--- src/rtl/mouse_cursor.sv ---
// Mouse cursor tracker: accumulates packet deltas into a bounded cursor position and tracks button edges.
// Optional build macro MOUSE_CURSOR_WRAP_EN makes the cursor wrap at the screen edges instead of clamping.
module mouse_cursor #(
    parameter int unsigned H_MAX  = 639,
    parameter int unsigned V_MAX  = 479,
    parameter int unsigned X_INIT = 320,
    parameter int unsigned Y_INIT = 240
) (
    input  logic       clk,
    input  logic       rst,
    input  logic       pkt_valid,
    input  logic [8:0] dx,
    input  logic [8:0] dy,
    input  logic [2:0] btn,
    input  logic       recenter,
    output logic [9:0] cursor_x,
    output logic [9:0] cursor_y,
    output logic [2:0] btn_q,
    output logic [2:0] btn_press,
    output logic [2:0] btn_release,
    output logic       update_tick,
    output logic       busy,
    output logic [7:0] drop_cnt
);

    localparam int unsigned SW = 12;
    localparam logic signed [SW-1:0] H_MAX_S = SW'(H_MAX);
    localparam logic signed [SW-1:0] V_MAX_S = SW'(V_MAX);
    localparam logic signed [SW-1:0] H_PER_S = SW'(H_MAX + 1);
    localparam logic signed [SW-1:0] V_PER_S = SW'(V_MAX + 1);

    typedef enum logic [1:0] {IDLE, CALC, COMMIT} state_t;

    state_t               state_q, state_d;
    logic [8:0]           dx_q, dx_d, dy_q, dy_d;
    logic [2:0]           btn_lat_q, btn_lat_d;
    logic signed [SW-1:0] sum_x_q, sum_x_d, sum_y_q, sum_y_d;
    logic [9:0]           cursor_x_q, cursor_x_d, cursor_y_q, cursor_y_d;
    logic [2:0]           btn_lvl_q, btn_lvl_d;
    logic [2:0]           btn_press_q, btn_press_d, btn_release_q, btn_release_d;
    logic                 update_tick_q, update_tick_d;
    logic                 busy_q, busy_d;
    logic [7:0]           drop_cnt_q, drop_cnt_d;

    // Bring a 12-bit signed sum back into 0..mx; sums never exceed one period outside the range.
    function automatic logic [9:0] fit(input logic signed [SW-1:0] s,
                                       input logic signed [SW-1:0] mx,
                                       input logic signed [SW-1:0] per);
        logic signed [SW-1:0] r;
`ifdef MOUSE_CURSOR_WRAP_EN
        if (s[SW-1])     r = s + per;
        else if (s > mx) r = s - per;
        else             r = s;
`else
        if (s[SW-1])     r = '0;
        else if (s > mx) r = mx;
        else             r = s;
        if (per == '0)   r = '0;
`endif
        return r[9:0];
    endfunction

    always_comb begin
        state_d       = state_q;
        dx_d          = dx_q;
        dy_d          = dy_q;
        btn_lat_d     = btn_lat_q;
        sum_x_d       = sum_x_q;
        sum_y_d       = sum_y_q;
        cursor_x_d    = cursor_x_q;
        cursor_y_d    = cursor_y_q;
        btn_lvl_d     = btn_lvl_q;
        btn_press_d   = '0;
        btn_release_d = '0;
        update_tick_d = 1'b0;
        drop_cnt_d    = drop_cnt_q;

        if (recenter) begin
            // Abort any in-flight packet; a concurrent pkt_valid is discarded uncounted.
            state_d    = IDLE;
            cursor_x_d = 10'(X_INIT);
            cursor_y_d = 10'(Y_INIT);
        end else begin
            unique case (state_q)
                IDLE: begin
                    if (pkt_valid) begin
                        dx_d      = dx;
                        dy_d      = dy;
                        btn_lat_d = btn;
                        state_d   = CALC;
                    end
                end
                CALC: begin
                    sum_x_d = $signed({2'b00, cursor_x_q}) + $signed({{3{dx_q[8]}}, dx_q});
                    sum_y_d = $signed({2'b00, cursor_y_q}) - $signed({{3{dy_q[8]}}, dy_q});
                    state_d = COMMIT;
                end
                COMMIT: begin
                    cursor_x_d    = fit(sum_x_q, H_MAX_S, H_PER_S);
                    cursor_y_d    = fit(sum_y_q, V_MAX_S, V_PER_S);
                    btn_lvl_d     = btn_lat_q;
                    btn_press_d   = btn_lat_q & ~btn_lvl_q;
                    btn_release_d = ~btn_lat_q & btn_lvl_q;
                    update_tick_d = 1'b1;
                    state_d       = IDLE;
                end
                default: state_d = IDLE;
            endcase
            if (pkt_valid && state_q != IDLE && drop_cnt_q != 8'hFF)
                drop_cnt_d = drop_cnt_q + 8'd1;
        end

        busy_d = (state_d != IDLE);
    end

    always_ff @(posedge clk or posedge rst) begin
        if (rst) begin
            state_q       <= IDLE;
            dx_q          <= '0;
            dy_q          <= '0;
            btn_lat_q     <= '0;
            sum_x_q       <= '0;
            sum_y_q       <= '0;
            cursor_x_q    <= 10'(X_INIT);
            cursor_y_q    <= 10'(Y_INIT);
            btn_lvl_q     <= '0;
            btn_press_q   <= '0;
            btn_release_q <= '0;
            update_tick_q <= 1'b0;
            busy_q        <= 1'b0;
            drop_cnt_q    <= '0;
        end else begin
            state_q       <= state_d;
            dx_q          <= dx_d;
            dy_q          <= dy_d;
            btn_lat_q     <= btn_lat_d;
            sum_x_q       <= sum_x_d;
            sum_y_q       <= sum_y_d;
            cursor_x_q    <= cursor_x_d;
            cursor_y_q    <= cursor_y_d;
            btn_lvl_q     <= btn_lvl_d;
            btn_press_q   <= btn_press_d;
            btn_release_q <= btn_release_d;
            update_tick_q <= update_tick_d;
            busy_q        <= busy_d;
            drop_cnt_q    <= drop_cnt_d;
        end
    end

    assign cursor_x    = cursor_x_q;
    assign cursor_y    = cursor_y_q;
    assign btn_q       = btn_lvl_q;
    assign btn_press   = btn_press_q;
    assign btn_release = btn_release_q;
    assign update_tick = update_tick_q;
    assign busy        = busy_q;
    assign drop_cnt    = drop_cnt_q;

endmodule

--- config.mk ---
export PLATFORM = sky130hd
export DESIGN_NAME = mouse_cursor
export DESIGN_NICKNAME = d
export VERILOG_FILES = /design/src/rtl/mouse_cursor.sv
export SDC_FILE = /design/constraint.sdc
export NUM_CORES = 1
export LEC_CHECK = 0
export ABC_AREA = 1
export ABC_CLOCK_PERIOD_IN_PS = 3100
export BUFFER_PORTS_ARGS = -buffer_cell sky130_fd_sc_hd__buf_2
export CAP_MARGIN = 30
export CORE_ASPECT_RATIO = 1.5
export CORE_MARGIN = 2
export CORE_UTILIZATION = 40
export CTS_CLUSTER_DIAMETER = 60
export DETAILED_ROUTE_END_ITERATION = 16
export GPL_ROUTABILITY_DRIVEN = 0
export PLACE_DENSITY = 0.7
export SLEW_MARGIN = 20
export SYNTH_ARGS = -nofsm -noshare
export SYNTH_HDL_FRONTEND = slang
export SYNTH_SLANG_ARGS = --single-unit
--- constraint.sdc ---
create_clock -name clk -period 3.1 [get_ports clk]
set_clock_uncertainty 0.2 [all_clocks]
set_input_delay 0.31 -clock clk [delete_from_list [all_inputs] [get_ports clk]]
set_output_delay 0.31 -clock clk [all_outputs]
set_load 0.005 [all_outputs]
==> flow_summary.json <==
{
  "synth_warnings": 0,
  "ctsHtreeMaxLevel": 3,
  "crit_chain": "nor2_1, nand3_2, inv_2, nand2_1, o21ai_1",
  "crit_path_start_kind": "flip-flop",
  "final_area_mm2": 0.00552,
  "cts_inserted_buffers": 9,
  "firstDrtPassIters": 4,
  "path_max_fanout": 31,
  "place_area_mm2": 0.00500,
  "grt_first_pass_wirelength_um": 19100,
  "nNetsFinal": 709,
  "hold_buffers": 21,
  "maxCapViolations": 0,
  "ys_seq_elements": 86,
  "routed_wl_um": 11400,
  "synth_nets": 622,
  "fp.dieW_um": 90.8,
  "fmax_mhz": 487,
  "core_mm2": 0.0110,
  "drv_slew": 0,
  "syn_inst": 572,
  "cpMaxStageDelayCell": "inv_2",
  "ys_seq_area_share_pct": 47.8,
  "critPathMaxStageDelay_ns": 0.56,
  "period_minus_slack_ns": 2.05,
  "grt_setup_unrepaired": "no",
  "syn_area_mm2": 0.00452,
  "via_count": 3983,
  "fillers": 1066,
  "wl_per_cell_um": 14.0,
  "crit_family": "simple AND/OR/NAND/NOR gates",
  "io_pins": 64,
  "synth_edf_count": 0,
  "crit_arrival_ns": 2.11,
  "layout_common_cells": "nand2_1 (206), dfrtp_1 (80), buf_2 (63)",
  "post-route-drc-count": 0,
  "cp.required_ns": 3.16,
  "ys_types": 29,
  "ctsResizeCount": 0,
  "grt_pass1_vias": 3965,
  "cts.path.max_buffers": 2,
  "relSlewSlack_pct": 51.2,
  "placementRows": 47,
  "numClockSinks": 86,
  "crit_type": "reg -> reg",
  "fin_crit_sh_pct": 66.3,
  "ant_nets": 0,
  "hp-class": "in -> reg",
  "multiInputGateArea_mm2": 0.00206,
  "finalPower_mw": 3.49,
  "seq_area_mm2": 0.00216,
  "cts_root_buffer": "clkbuf_16",
  "synth_flop_cell": "dfrtp_1",
  "cp.buffers_inverters": 1,
  "power.leakage_nw": 2.95,
  "clkLatencyLatePin_ns": 0.34,
  "syn_avg_cell_area_um2": 7.90,
  "tns_ns": 0,
  "status": "completed",
  "grt_max_degree": 87,
  "grt_overflow": 0,
  "worst_setup_path_end_kind": "flip-flop",
  "num_antenna_cells": 0,
  "syn2layout_area_growth_pct": 22.2,
  "grt_use_total_pct": 20.0,
  "async_reset_ff_share_pct": 100,
  "tritoncts": "yes",
  "tightest_slew_ns": 0.730,
  "antenna_found_initial": 0,
  "die_h_um": 134,
  "dieArea_mm2": 0.0122,
  "setup_viol": 0,
  "vias_per_cell": 4.91,
  "drt_iter0_markers": 158,
  "final_common_cell": "nand2_1",
  "hold_viol": 0,
  "drive_above_1_share_pct": 15.1,
  "io_buffers": 63,
  "clkTransAtPathRegs_ns": 0.06,
  "start_util_pct": 41.1,
  "dpl.hpwl_um": 8150,
  "pwr_density_cell_mw_per_mm2": 632,
  "cts_setup_buffers": 0,
  "ir_worst_vdd_v": 0.000345
}
==> sequential cells by signal, summed over array words and instances, names as in the netlist <==
name,flops
busy,1
btn_lat_q,3
cursor_x,10
btn_q,3
dx_q,9
state_q,2
dy_q,9
update_tick,1
cursor_y,10
btn_press,3
sum_x_q,12
sum_y_q,12
drop_cnt,8
btn_release,3
==> cell usage after synthesis, drive strengths merged (2+ instances only) <==
master,n,area [um^2]
a21oi,15,75.1
a31oi,2,12.5
buf,7,35.0
clkbuf,3,11.3
dfrtp,80,2000
dfstp,6,158
fa,2,40.0
ha,23,288
inv,66,248
nand2,209,792
nand3,32,165
nand3b,6,45.0
nand4,9,56.3
nor2,41,159
nor3,8,45.0
o21ai,42,210
o21bai,4,30.0
xnor2,7,61.3
xor2,6,52.6
==> routing by layer <==
| metal | share of wire, % | GRT usage, % | vias up | wire (um) |
|---|---|---|---|---|
| met5 | 0 | 0 | - | 0 |
| met4 | 2.5 | 7.61 | 0 | 282 |
| met3 | 3.5 | 3.99 | 18 | 400 |
| met2 | 54 | 37.7 | 70 | 6180 |
| met1 | 40 | 21.9 | 1899 | 4490 |
| li1 | - | - | 1996 | - |
==> path summary, 6_finish.rpt <==
check                           depth (start not counted)  startpoint      endpoint  slack [ns]
worst min-delay path                                    3       dx[8]       dx_q[8]        0.02
worst max-delay path                                    5  state_q[1]       dx_q[8]        1.05
min in group asynchronous                               4         rst   drop_cnt[1]        0.42
max in group asynchronous                               4         rst   cursor_y[7]        1.91
worst min register to register                          1    btn_q[0]  btn_press[0]        0.26
worst max register to register                          5  state_q[1]       dx_q[8]        1.05
==> worst min-delay path, stage by stage <==
cell and delay, ns:
buf_2 0.08, nand2_1 0.06, o21ai_1 0.07
==> cell families after synthesis <==
| logic type | Yosys count | synth area share (%) |
|---|---|---|
| flip-flops | 86 | 47.8 |
| adder cells (fa/ha/maj) | 25 | 7.26 |
| AO/OA/AOI/OAI | 66 | 7.81 |
| buffers and inverters | 76 | 6.51 |
| XOR/XNOR | 13 | 2.52 |
| AND/OR/NAND/NOR | 306 | 28.1 |
==> power by group <==
part,switching [mW],internal [mW]
Combinational,0.537,0.340
Sequential,0.165,1.33
Clock,0.446,0.667
==> stage by stage <==
stage / std cells / utilization [%] / hold slack, ns / setup slack, ns
2_1_floorplan: 572 / - / 0.211 / 0.378
3_3_place_gp: 774 / 45.5 / 0.233 / 0.991
3_5_place_dp: 774 / 45.5 / 0.242 / 0.981
4_1_cts: 811 / 50.2 / 0.0141 / 0.960
5_1_grt: 811 / 50.2 / 0.0626 / 0.792
6_report: 811 / 50.2 / 0.0218 / 1.05
==> layout make-up <==
cell class	instances	share of cell area (%)
well taps	147	3.33
flip-flops and latches	86	39.1
clock inverters	5	1.04
inverters	66	4.51
clock buffers	11	4.58
repair buffers	86	10.0
multi-input cells	410	37.4
No activity file was read; power rests on OpenSTA's default activity.
